[src/rtl/stream_demux_pkg.sv]
// Shared defaults, select-width helper and route classification for stream_demux.
package stream_demux_pkg;

  localparam int unsigned N_DEFAULT     = 4;
  localparam int unsigned W_DEFAULT     = 8;
  localparam int unsigned ERR_W_DEFAULT = 8;

  localparam logic [ERR_W_DEFAULT-1:0] ERR_SAT = '1;

  typedef enum logic [1:0] {
    ROUTE_CHAN,
    ROUTE_BCAST,
    ROUTE_DROP
  } route_e;

  // Select field is never narrower than one bit, even for N = 2.
  function automatic int unsigned sel_w(input int unsigned n);
    return (n <= 2) ? 1 : $clog2(n);
  endfunction

endpackage

[src/rtl/stream_demux_slot.sv]
// One-entry holding register for a single demux output channel.
module demux_slot
  import stream_demux_pkg::*;
#(
  parameter int unsigned W = W_DEFAULT
) (
  input  logic         clk,
  input  logic         rst_n,
  input  logic         load,
  input  logic [W-1:0] load_data,
  input  logic         drain,
  output logic         valid,
  output logic [W-1:0] data,
  output logic         free
);

  // A slot being drained this cycle can accept a new beat on the same edge.
  assign free = !valid || drain;

  always_ff @(posedge clk or negedge rst_n) begin
    if (!rst_n) begin
      valid <= 1'b0;
      data  <= '0;
    end else if (load) begin
      valid <= 1'b1;
      data  <= load_data;
    end else if (drain) begin
      valid <= 1'b0;
    end
  end

endmodule

[src/rtl/stream_demux.sv]
// Registered 1-to-N valid/ready stream demultiplexer with broadcast mode and
// a saturating counter of beats dropped for out-of-range selects.
module stream_demux
  import stream_demux_pkg::*;
#(
  parameter int unsigned N     = N_DEFAULT,
  parameter int unsigned W     = W_DEFAULT,
  parameter int unsigned SEL_W = sel_w(N),
  parameter int unsigned ERR_W = ERR_W_DEFAULT
) (
  input  logic             clk,
  input  logic             rst_n,
  input  logic             in_valid,
  output logic             in_ready,
  input  logic [SEL_W-1:0] in_sel,
  input  logic [W-1:0]     in_data,
  input  logic             bcast,
  output logic [N-1:0]     out_valid,
  input  logic [N-1:0]     out_ready,
  output logic [N*W-1:0]   out_data,
  output logic [ERR_W-1:0] err_cnt
);

  localparam logic [SEL_W:0]   N_EXT   = (SEL_W+1)'(N);
  localparam logic [ERR_W-1:0] ERR_MAX = '1;

  logic [N-1:0] free;
  logic [N-1:0] sel_hit;
  logic [N-1:0] load;
  route_e       route;
  logic         accept;

  always_comb begin
    sel_hit = '0;
    for (int unsigned i = 0; i < N; i++) begin
      sel_hit[i] = (in_sel == SEL_W'(i));
    end
  end

  always_comb begin
    route = ROUTE_CHAN;
    if (bcast) begin
      route = ROUTE_BCAST;
    end else if ({1'b0, in_sel} >= N_EXT) begin
      route = ROUTE_DROP;
    end
  end

  // Ready never looks at in_valid; out-of-range beats are always swallowed.
  always_comb begin
    in_ready = 1'b1;
    case (route)
      ROUTE_BCAST: in_ready = &free;
      ROUTE_CHAN:  in_ready = |(sel_hit & free);
      ROUTE_DROP:  in_ready = 1'b1;
      default:     in_ready = 1'b1;
    endcase
  end

  assign accept = in_valid && in_ready;

  always_comb begin
    load = '0;
    if (accept) begin
      case (route)
        ROUTE_BCAST: load = '1;
        ROUTE_CHAN:  load = sel_hit;
        default:     load = '0;
      endcase
    end
  end

  for (genvar g = 0; g < N; g++) begin : g_slot
    demux_slot #(
      .W(W)
    ) u_slot (
      .clk       (clk),
      .rst_n     (rst_n),
      .load      (load[g]),
      .load_data (in_data),
      .drain     (out_ready[g]),
      .valid     (out_valid[g]),
      .data      (out_data[g*W +: W]),
      .free      (free[g])
    );
  end

  always_ff @(posedge clk or negedge rst_n) begin
    if (!rst_n) begin
      err_cnt <= '0;
    end else if (accept && (route == ROUTE_DROP) && (err_cnt != ERR_MAX)) begin
      err_cnt <= err_cnt + 1'b1;
    end
  end

endmodule

[config.mk]
export PLATFORM = sky130hd
export DESIGN_NAME = stream_demux
export DESIGN_NICKNAME = d
export VERILOG_FILES = /design/src/rtl/stream_demux_pkg.sv /design/src/rtl/stream_demux_slot.sv /design/src/rtl/stream_demux.sv
export SDC_FILE = /design/constraint.sdc
export NUM_CORES = 1
export LEC_CHECK = 0
export ABC_AREA = 0
export CORE_UTILIZATION = 45
export DETAILED_ROUTE_END_ITERATION = 12
export DONT_BUFFER_PORTS = 1
export PLACE_DENSITY = 0.62
export SYNTH_ARGS = -nofsm -noshare
export SYNTH_HDL_FRONTEND = slang
export SYNTH_SLANG_ARGS = --single-unit
[constraint.sdc]
create_clock -name clk -period 1.6 [get_ports clk]
set_clock_uncertainty 0.2 [all_clocks]
set_input_delay 0.32 -clock clk [delete_from_list [all_inputs] [get_ports clk]]
set_output_delay 0.32 -clock clk [all_outputs]
set_load 0.005 [all_outputs]
==> summary.txt <==
Run status
  – Outcome: finished, violations left
  – Violated checks: negative setup slack

Cells and area
  – FILL cells: roughly 280
  – Most frequent cells in the layout: 36 x dfrtp_1, 32 x mux2_4, 11 x dlygate4sd3_1
  – Commonest non-fill, non-tap cell in the layout: dfrtp_1
  – Ant diodes: 0
  – Layout area overhead: 31.5%
  – # nets final: 159
  – Share of cells above drive strength 1: 0.486

Timing
  – Period utilisation layout: 1.15
  – Final hold vios: 0
  – Final setup viols: 33
  – RSZ-0062 raised after global routing: true
  – Fin worst setup slack: -0.241 ns
  – Fmax: 543 MHz
  – Slew Limit Fails: 0
  – Period minus WS final: 1.84 ns
  – Worst hold margin: 0.0957 ns

Synth
  – Synthesized cell area: 1620 sq um
  – Post-synthesis cell type count: 24
  – Mapped Cells: 111
  – Number of synthesized register bits: 36
  – Mean Syn Cell Area: 14.6 sq um
  – Register area share after synthesis: 0.558
  – Ys Warns: 0

Clock network
  – CTS Root Cell: clkbuf_4
  – Total CTS buffers: 5
  – H-tree Lvls: 2
  – CTS tree: built
  – Clock-pin slew on the worst setup and hold paths: 0.10 ns
  – CTS sink count: 36
  – Deepest clock path buffer count: 2
  – Clock Latency Late Sink: approximately 0.33 ns

Power
  – P_leak: between 1 and 1.5 nW
  – PD cells: about 1300 nW/um^2
  – Max VDD drop: 709 uV
  – NetSw: 752 uW
  – Int Pwr: 2.04 mW
  – Sw frac: 0.270
  – Clock power frac: 0.221
  – Logic pwr share: 0.267
  – Total Power: about 2.8 mW
  – Flop pwr share: 0.512

Routing
  – DRT iter0 DRCs: 32
  – DRT Pass-1 Iters: 4
  – Via density: 5.16
  – Total Wirelength: 3.34 mm
  – Via count: 971
  – Post-detailed-route count of antenna-violating nets: 0
  – DRC Markers: 0
  – Routed WL per cell: 17.8 microns

Critical path
  – Critical path data required time: 1.08 ns
  – Worst Path Max Fanout: 3
  – CP startpoint kind: flip-flop
  – RR Endpoint: g_slot[3].u_slot.data[4]$_DFFE_PN0P_
  – Kind of critical path: flip-flop to primary output
  – R2R Setup Slk: -0.18 ns
  – Register-to-Register Path Depth: 6
  – CP Capture Type: primary output
  – Reg-to-Reg Start: g_slot[0].u_slot.valid$_DFFE_PN0P_
  – Crit path DAT: 1.32 ns
  – Critical path origin: g_slot[0].u_slot.valid$_DFFE_PN0P_

Floorplanning
  – Chip height: 61.9 microns
  – Die area: 3830 sq um
  – Core Box Area: roughly 3400 sq um
  – Effective utilization at floorplan: 0.477
  – Die span in x: 61.9 microns
  – I/O pin total: 63
  – Row count: 21

Run
  – Maximum capacitance violations: 0

GRT
  – Number of global-route vias before repair: roughly 1000
  – Initial antenna violation count: 0
  – Gr usage total: 0.194
  – Congestion Overflow GR: 0
  – Pin count of the biggest net entering global routing: 37
  – Global-route wire length before repair: 5.05 mm

Place
  – Port buffer count: 0
  – Detailed Place HPWL: 2.28 mm
  – Gpl congestion: 0.652
  – Pre-CTS WS: -0.225 ns

Min path
  – Worst Hold End: g_slot[3].u_slot.valid$_DFFE_PN0P_
  – Min-delay worst type: input port to flip-flop
  – Cells on Worst Hold Path: 3
  – Worst hold path startpoint: out_ready[3]
logic make-up (layout without fill, tap and decap cells):
| group | count (synthesis) | count (layout) | synth area share |
|---|---|---|---|
| AOI/OAI and AO/OA | 9 | 9 | 0.0705 |
| DFF | 36 | 36 | 0.558 |
| muxes | 32 | 32 | 0.223 |
| buffers and inverters | 13 | 37 | 0.0604 |
| and+or+nand+nor | 20 | 20 | 0.0860 |
| other | 1 | 8 | 0.00232 |
registers in the layout, summed over array words and instances (netlist names):
name                 flops
g_slot.u_slot.data      32
g_slot.u_slot.valid      4
worst max-delay path by stage:
stage / to / slack (ns)
after global routing: in_ready / -0.35
after detailed placement: g_slot[3].u_slot.data[3]$_DFFE_PN0P_ / -0.23
final: in_ready / -0.24
after floorplan: g_slot[3].u_slot.data[1]$_DFFE_PN0P_ / -0.11
after global placement: g_slot[2].u_slot.data[5]$_DFFE_PN0P_ / -0.16
after CTS: in_ready / -0.32
critical path: stages, from the launching register on:
cell,delay [ns]
dfrtp_1,0.39
nand2b_1,0.14
nor2b_4,0.17
a211oi_2,0.04
o31ai_2,0.25
per-layer routing:
layer	wire, microns	GRT usage	up-vias
met3	189	0.0663	11
met1	1420	0.251	489
met4	93	0.0921	0
li1	-	-	431
met2	1640	0.292	40
met5	0	0	-
cell usage after synthesis:
master,number,share of area
nor2b_1,2,0.0077
o21a_1,1,0.0046
a21o_1,2,0.0093
nand3b_1,2,0.0093
nor2b_2,1,0.0054
buf_4,13,0.060
nor3b_2,1,0.0077
nand2b_4,1,0.0085
a21oi_4,2,0.020
nand2_1,5,0.012
o31ai_1,1,0.0046
mux2_1,1,0.0070
conb_1,1,0.0023
nor2_1,1,0.0023
nor3_1,1,0.0031
nand2b_1,3,0.012
mux2_2,31,0.22
nand4_1,1,0.0039
dfrtp_1,36,0.56
o21ai_4,1,0.010
and2b_1,1,0.0046
and4bb_4,1,0.010
a211oi_1,1,0.0046
a32oi_4,1,0.017
layout make-up:
type                            instances  area (sq um)  share of cell area
Sequential cell                        36           901               0.424
Timing Repair Buffer                   29           297               0.140
Tap cell                               46          57.6              0.0271
Clock buffer                            6          41.3              0.0194
Clock inverter                          2          35.0              0.0165
Multi-Input combinational cell         69           793               0.373
per-stage QoR:
step | instances | area [sq um] | utilization | setup TNS [ns]
after floorplan | 118 | 1700 | - | -2.20
after global placement | 166 | 1780 | 0.524 | -3.60
after detailed placement | 166 | 1780 | 0.524 | -4.91
after CTS | 188 | 2110 | 0.622 | -5.15
after global routing | 188 | 2120 | 0.627 | -6.54
final | 188 | 2120 | 0.627 | -4.43
power groups by stage:
stage          Sequential [mW]  Combinational, mW  Clock [mW]
2_1_floorplan             1.37              0.459           0
3_3_place_gp              1.43              0.522           0
3_5_place_dp              1.44              0.542           0
4_1_cts                   1.43              0.747       0.637
5_1_grt                   1.46              0.804       0.681
6_report                  1.43              0.745       0.617
timing repair:
item,4_1_cts,5_1_grt
resized for setup,29,4
setup endpoints to repair,33,33
setup buffers,3,0
pin swaps,6,3
endpoints found under the hold margin,70,0
hold buffers,12,0
Note: power is estimated with default switching activity, not from simulation.
